**config.mk**
```make
export PLATFORM = sky130hd
export DESIGN_NAME = regfile_writeback_ctrl
export DESIGN_NICKNAME = d
export VERILOG_FILES = /design/src/rtl/regfile_writeback_ctrl.sv
export SDC_FILE = /design/constraint.sdc
export NUM_CORES = 1
export LEC_CHECK = 0
export ABC_AREA = 1
export ABC_CLOCK_PERIOD_IN_PS = 11390
export BUFFER_PORTS_ARGS = -buffer_cell sky130_fd_sc_hd__clkbuf_2
export CAP_MARGIN = 40
export CELL_PAD_IN_SITES_DETAIL_PLACEMENT = 1
export CELL_PAD_IN_SITES_GLOBAL_PLACEMENT = 2
export CORE_UTILIZATION = 32
export DETAILED_ROUTE_END_ITERATION = 8
export PLACE_DENSITY = 0.93
export SKIP_CTS_REPAIR_TIMING = 1
export SYNTH_ARGS = -nofsm -noshare
export SYNTH_HDL_FRONTEND = slang
export SYNTH_SLANG_ARGS = --single-unit
```
**constraint.sdc**
```tcl
create_clock -name clk -period 11.39 [get_ports clk]
set_clock_uncertainty 0.2 [all_clocks]
set_input_delay 1.139 -clock clk [delete_from_list [all_inputs] [get_ports clk]]
set_output_delay 1.139 -clock clk [all_outputs]
set_load 0.02 [all_outputs]
```
**src/rtl/regfile_writeback_ctrl.sv**
```systemverilog
// regfile_writeback_ctrl
//   Write-side controller for the 32x32 register file. Buffers one writeback
//   request per source (load, jal link, ALU), arbitrates among them and drives
//   the single register-file write port with at most one registered write per
//   clock. Two combinational bypass queries return the youngest value not yet
//   committed to the register file.
//
// Ports
//   clk, reset                      clock, async active-high reset
//   alu_valid/ready/dest/data/funct ALU result request (funct 8 = jr, no write)
//   ld_valid/ready/dest/data        load result request
//   link_valid/ready/link_pc        jal link request, writes link_pc+4 to LINK_REG
//   RegWrite/inC/out                registered register-file write port
//   q_rs_addr/hit/data              bypass query A
//   q_rt_addr/hit/data              bypass query B
module regfile_writeback_ctrl #(
  parameter int         STARVE_LIMIT = 4,
  parameter logic [4:0] LINK_REG     = 5'd31
) (
  input  logic        clk,
  input  logic        reset,
  input  logic        alu_valid,
  output logic        alu_ready,
  input  logic [4:0]  alu_dest,
  input  logic [31:0] alu_data,
  input  logic [5:0]  alu_funct,
  input  logic        ld_valid,
  output logic        ld_ready,
  input  logic [4:0]  ld_dest,
  input  logic [31:0] ld_data,
  input  logic        link_valid,
  output logic        link_ready,
  input  logic [31:0] link_pc,
  output logic        RegWrite,
  output logic [4:0]  inC,
  output logic [31:0] out,
  input  logic [4:0]  q_rs_addr,
  output logic        q_rs_hit,
  output logic [31:0] q_rs_data,
  input  logic [4:0]  q_rt_addr,
  output logic        q_rt_hit,
  output logic [31:0] q_rt_data
);

  localparam int SW = $clog2(STARVE_LIMIT + 1);
  localparam logic [SW-1:0] STARVE_INIT = SW'(STARVE_LIMIT);
  localparam int LD = 0;
  localparam int LK = 1;
  localparam int AL = 2;

  logic [2:0]    hold_v;
  logic [4:0]    hold_dest   [3];
  logic [31:0]   hold_data   [3];
  // Down-counter of losses still tolerated; zero means the entry is starved.
  logic [SW-1:0] starve_left [3];
  // age_q[0]: load older than link, [1]: load older than alu, [2]: link older than alu
  logic [2:0]    age_q;

  // older[i][j] = entry i is older than entry j (only meaningful when both held)
  logic [2:0]    older [3];
  logic [2:0]    eligible;
  logic [2:0]    starved;
  logic [2:0]    grant;
  logic [2:0]    acc;
  logic [2:0]    keep;
  logic [4:0]    new_dest [3];
  logic [31:0]   new_data [3];
  logic [4:0]    win_dest;
  logic [31:0]   win_data;

  assign older[LD] = {age_q[1], age_q[0], 1'b0};
  assign older[LK] = {age_q[2], 1'b0, ~age_q[0]};
  assign older[AL] = {1'b0, ~age_q[2], ~age_q[1]};

  always_comb begin
    eligible = '0;
    starved  = '0;
    for (int i = 0; i < 3; i++) begin
      eligible[i] = hold_v[i];
      // an older pending write to the same register must commit first
      for (int j = 0; j < 3; j++) begin
        if (j != i && hold_v[j] && hold_dest[j] == hold_dest[i] && older[j][i])
          eligible[i] = 1'b0;
      end
      starved[i] = eligible[i] && (starve_left[i] == '0);
    end

    grant = '0;
    if (starved != '0) begin
      if (starved[LD])      grant[LD] = 1'b1;
      else if (starved[LK]) grant[LK] = 1'b1;
      else                  grant[AL] = 1'b1;
    end else if (eligible[LD]) begin
      grant[LD] = 1'b1;
    end else if (eligible[LK]) begin
      grant[LK] = 1'b1;
    end else if (eligible[AL]) begin
      grant[AL] = 1'b1;
    end
  end

  always_comb begin
    win_dest = '0;
    win_data = '0;
    for (int i = 0; i < 3; i++) begin
      if (grant[i]) begin
        win_dest = hold_dest[i];
        win_data = hold_data[i];
      end
    end
  end

  assign ld_ready   = ~reset & (~hold_v[LD] | grant[LD]);
  assign link_ready = ~reset & (~hold_v[LK] | grant[LK]);
  assign alu_ready  = ~reset & (~hold_v[AL] | grant[AL]);

  assign acc[LD] = ld_valid & ld_ready;
  assign acc[LK] = link_valid & link_ready;
  assign acc[AL] = alu_valid & alu_ready;

  // jr and writes to r0 are accepted but never occupy an entry
  assign keep[LD] = acc[LD] & (ld_dest != 5'd0);
  assign keep[LK] = acc[LK] & (LINK_REG != 5'd0);
  assign keep[AL] = acc[AL] & (alu_funct != 6'd8) & (alu_dest != 5'd0);

  assign new_dest[LD] = ld_dest;
  assign new_dest[LK] = LINK_REG;
  assign new_dest[AL] = alu_dest;
  assign new_data[LD] = ld_data;
  assign new_data[LK] = link_pc + 32'd4;
  assign new_data[AL] = alu_data;

  always_ff @(posedge clk or posedge reset) begin
    if (reset) begin
      hold_v   <= '0;
      age_q    <= '0;
      RegWrite <= 1'b0;
      inC      <= '0;
      out      <= '0;
      for (int i = 0; i < 3; i++) begin
        hold_dest[i]   <= '0;
        hold_data[i]   <= '0;
        starve_left[i] <= STARVE_INIT;
      end
    end else begin
      for (int i = 0; i < 3; i++) begin
        if (keep[i]) begin
          hold_v[i]      <= 1'b1;
          hold_dest[i]   <= new_dest[i];
          hold_data[i]   <= new_data[i];
          starve_left[i] <= STARVE_INIT;
        end else if (grant[i]) begin
          hold_v[i]      <= 1'b0;
          starve_left[i] <= STARVE_INIT;
        end else if (hold_v[i] && starve_left[i] != '0) begin
          starve_left[i] <= starve_left[i] - SW'(1);
        end
      end

      // A newly loaded entry is younger than anything already held; among
      // same-edge loads the lower source index is the older one.
      if (keep[LD] | keep[LK]) age_q[0] <= keep[LK];
      if (keep[LD] | keep[AL]) age_q[1] <= keep[AL];
      if (keep[LK] | keep[AL]) age_q[2] <= keep[AL];

      if (grant != '0) begin
        RegWrite <= 1'b1;
        inC      <= win_dest;
        out      <= win_data;
      end else begin
        RegWrite <= 1'b0;
      end
    end
  end

  logic [4:0]  q_addr [2];
  logic [1:0]  q_hit;
  logic [31:0] q_data [2];

  assign q_addr[0] = q_rs_addr;
  assign q_addr[1] = q_rt_addr;

  always_comb begin
    logic [2:0] match;
    logic       youngest;
    match    = '0;
    youngest = 1'b0;
    q_hit    = '0;
    for (int q = 0; q < 2; q++) begin
      q_data[q] = '0;
      for (int i = 0; i < 3; i++)
        match[i] = hold_v[i] && (hold_dest[i] == q_addr[q]) && (q_addr[q] != 5'd0);
      for (int i = 0; i < 3; i++) begin
        youngest = 1'b1;
        for (int j = 0; j < 3; j++) begin
          if (j != i && match[j] && older[i][j])
            youngest = 1'b0;
        end
        if (match[i] && youngest) begin
          q_hit[q]  = 1'b1;
          q_data[q] = hold_data[i];
        end
      end
      if (!q_hit[q] && RegWrite && (inC == q_addr[q]) && (q_addr[q] != 5'd0)) begin
        q_hit[q]  = 1'b1;
        q_data[q] = out;
      end
    end
  end

  assign q_rs_hit  = q_hit[0];
  assign q_rs_data = q_data[0];
  assign q_rt_hit  = q_hit[1];
  assign q_rt_data = q_data[1];

endmodule

```
==> impl_metrics.csv <==
group,metric,value,unit
cells_and_area,n_fill_cell,4333,
global_route,grtUsageMet1,38.0,%
routing,drtIter0Drc,719,
routing,ant_nets,0,
timing,rsz0062_at_grt,"false",
placement,io_buffers,233,
cells_and_area,drive_above_1_share,17.9,%
yosys,post_synth_inst_count,1627,
placement,dp_cells,2228,
cells_and_area,fin_cells,2260,
yosys,synth_async_sr_flop_share,100,%
timing,finalCritPeriodShare,48.9,%
clocking,htree_num_levels,4,
yosys,ys.flop_type,"dfrtp_1",
placement,hpwl,32700,µm
setup_path,cp_max_fo,33,
cells_and_area,areaGrowthSynthToFinish,20.4,%
clocking,cts_max_path_buffers,2,
clocking,root_buffer,"clkbuf_16",
yosys,ys_seq_area_share,37.3,%
global_route,grt_util_met2,44.7,%
outcome,outcome,"complete, no violations",
routing,firstDrtPassIters,7,
yosys,synth_cell_type_count,40,
pwr,ir_drop,0.000134,V
yosys,synthesis.nets,1761,
placement,routabilityCongestion,0.883,
global_route,use_met3,3.87,%
cells_and_area,final_area,12900,µm²
clocking,numCtsBuffers,17,
yosys,ys.warnings.count,0,
cells_and_area,multi_input_area,5810,µm²
setup_path,cp.required,10.05,ns
setup_path,cp-start-kind,"primary input",
global_route,grt_use_total,27.7,%
timing,fmax,0.180,GHz
timing,hold_violations,0,
clocking,path_clk_slew,0.06,ns
placement,place_ws,5.80,ns
routing,via_per_inst,5.29,
flow_run,drv_cap,0,
yosys,netlist_top_cells_count,"602 x nand2_1, 181 x nand3_1, 157 x dfrtp_1, 144 x nor2_1, 116 x inv_1",
global_route,gr-total-overflow,0,
yosys,yosysTopAreaCell,"dfrtp_1",
routing,wl_per_cell,20.5,µm
floorplan,die_w,185,µm
routing,routed_wl,46400,µm
yosys,synth_top_area_share,36.5,%
cells_and_area,regArea,4010,µm²
routing,route.detailed.drc,0,
timing,setup_ws,5.82,ns
clocking,clk_latency,0.43,ns
placement,dpl_cell_area,12300,µm²
setup_path,critPathKind,"in -> out",
floorplan,die_height,185,µm
min_path,min_path_type,"reg -> reg",
cells_and_area,nets,1939,
routing,num_vias,12000,
floorplan,pin_count,234,
global_route,antenna_found_initial,1,
pwr,leakagePower,7.11,nW
global_route,busiest_layer,"met2",
yosys,synthesis.area,10800,µm²
yosys,yosysMostFrequentCell,"nand2_1",
yosys,synth_area_leaders,"dfrtp_1 37%, nand2_1 21%, nand3_1 8.4%, nand4_1 5.2%, nor2_1 5.0%",
timing,setup_violations,0,
floorplan,die_area,34300,µm²
timing,fin_setup_tns,0,ns
timing,layout_min_cycle_time,5.57,ns
setup_path,critical_path_arrival,4.23,ns
global_route,grt_pass1_vias,12300,
global_route,grt_max_degree,62,
timing,tightestPinTransition,0.864,ns
setup_path,worstSetupEndpointType,"output port",
global_route,grt_pass1_wl,71900,µm
pwr,power.density,263,nW/µm²
floorplan,rows,66,
timing,slew-limit-headroom,42.4,%
floorplan,start_util,32.8,%
yosys,synth_edf_count,0,
yosys,syn_area_per_cell,6.61,µm²
yosys,synth-seq-cells,160,
floorplan,fp.coreArea,32800,µm²
timing,maxSlewViolCount,0,
clocking,cts.sinks,160,
clocking,tritoncts,"yes",
-- area by class of cell --
cell class / count / area share, %
tap: 442 / 4.27
inverter: 123 / 3.60
clock inverter: 13 / 1.45
antenna: 1 / 0.0193
timing repair buffer: 260 / 11.5
clock buffer: 18 / 3.31
multi-input combinational: 1243 / 44.9
sequential: 160 / 31.0
-- critical path: stages --
cell      delay (ns)
clkbuf_2        0.09
inv_1           0.21
nand2_1         0.11
nor4_2          0.35
nor3_1          0.09
and2_1          0.20
nand2_1         0.08
nand3_1         0.34
inv_2           0.75
nor2_4          0.29
buf_16          0.25
nand3_1         0.08
nand2_1         0.06
clkbuf_2        0.16
-- cells in the final DEF, fill, tap and decap left out, drive strengths merged --
cell type,n
a2111oi,1
a211oi,3
a21boi,1
a21oi,34
a22o,1
and2,1
buf,27
bufinv,4
clkbuf,251
clkinv,4
clkinvlp,3
dfrtp,157
dfstp,3
diode,1
ha,7
inv,125
nand2,605
nand3,183
nand3b,3
nand4,90
nor2,149
nor2b,1
nor3,13
nor4,12
o2111ai,3
o21ai,85
o22ai,4
o311a,1
xnor2,8
xor2,38
-- final timing paths --
path,startpoint,end,slack [ns],depth (start not counted)
setup / recovery,q_rt_addr[1],q_rt_data[18],5.82,14
hold / removal,hold_data[69],hold_data[69],0.29,2
setup reg to reg,hold_dest[2],starve_left[1],7.97,15
hold reg to reg,hold_data[69],hold_data[69],0.29,2
max in group asynchronous,reset,out[26],8.36,4
min in group asynchronous,reset,hold_data[56],0.68,2
-- where the power goes --
group	switching, mW	internal, mW
Combinational	1.09	0.483
Clock	0.254	0.368
Sequential	0.362	0.856
Total	1.70	1.71
-- logic make-up (layout without fill, tap and decap cells) --
group,after synthesis,after routing,share of synthesized area (%)
flops,160,160,37.3
compound gates,133,133,6.96
simple gates,1057,1057,42.2
buf+inv,224,414,9.06
other cells,0,1,0
fa+ha+maj,7,7,0.814
xor+xnor,46,46,3.75
-- sequential cells by signal, indices dropped and copies added, names as in the netlist --
register,count
hold_data,96
out,32
hold_dest,11
starve_left,9
inC,5
age_q,3
hold_v,3
RegWrite,1
-- per-stage QoR --
| stage | power [mW] | hold slack (ns) | utilization, % |
|---|---|---|---|
| finish | 3.41 | 0.289 | 39.5 |
| floorplan | 2.18 | 0.242 | - |
| global route | 3.68 | 0.313 | 39.5 |
| CTS | 3.42 | 0.288 | 39.5 |
| global placement | 2.70 | 0.269 | 37.1 |
| detailed placement | 2.79 | 0.271 | 37.6 |
-- routing by layer --
metal	up-vias	part of all wire [%]
li1	5616	-
met1	5891	46
met2	391	46
met3	66	5.1
met4	0	2.4
met5	-	0
No activity file was read; power rests on OpenSTA's default activity.
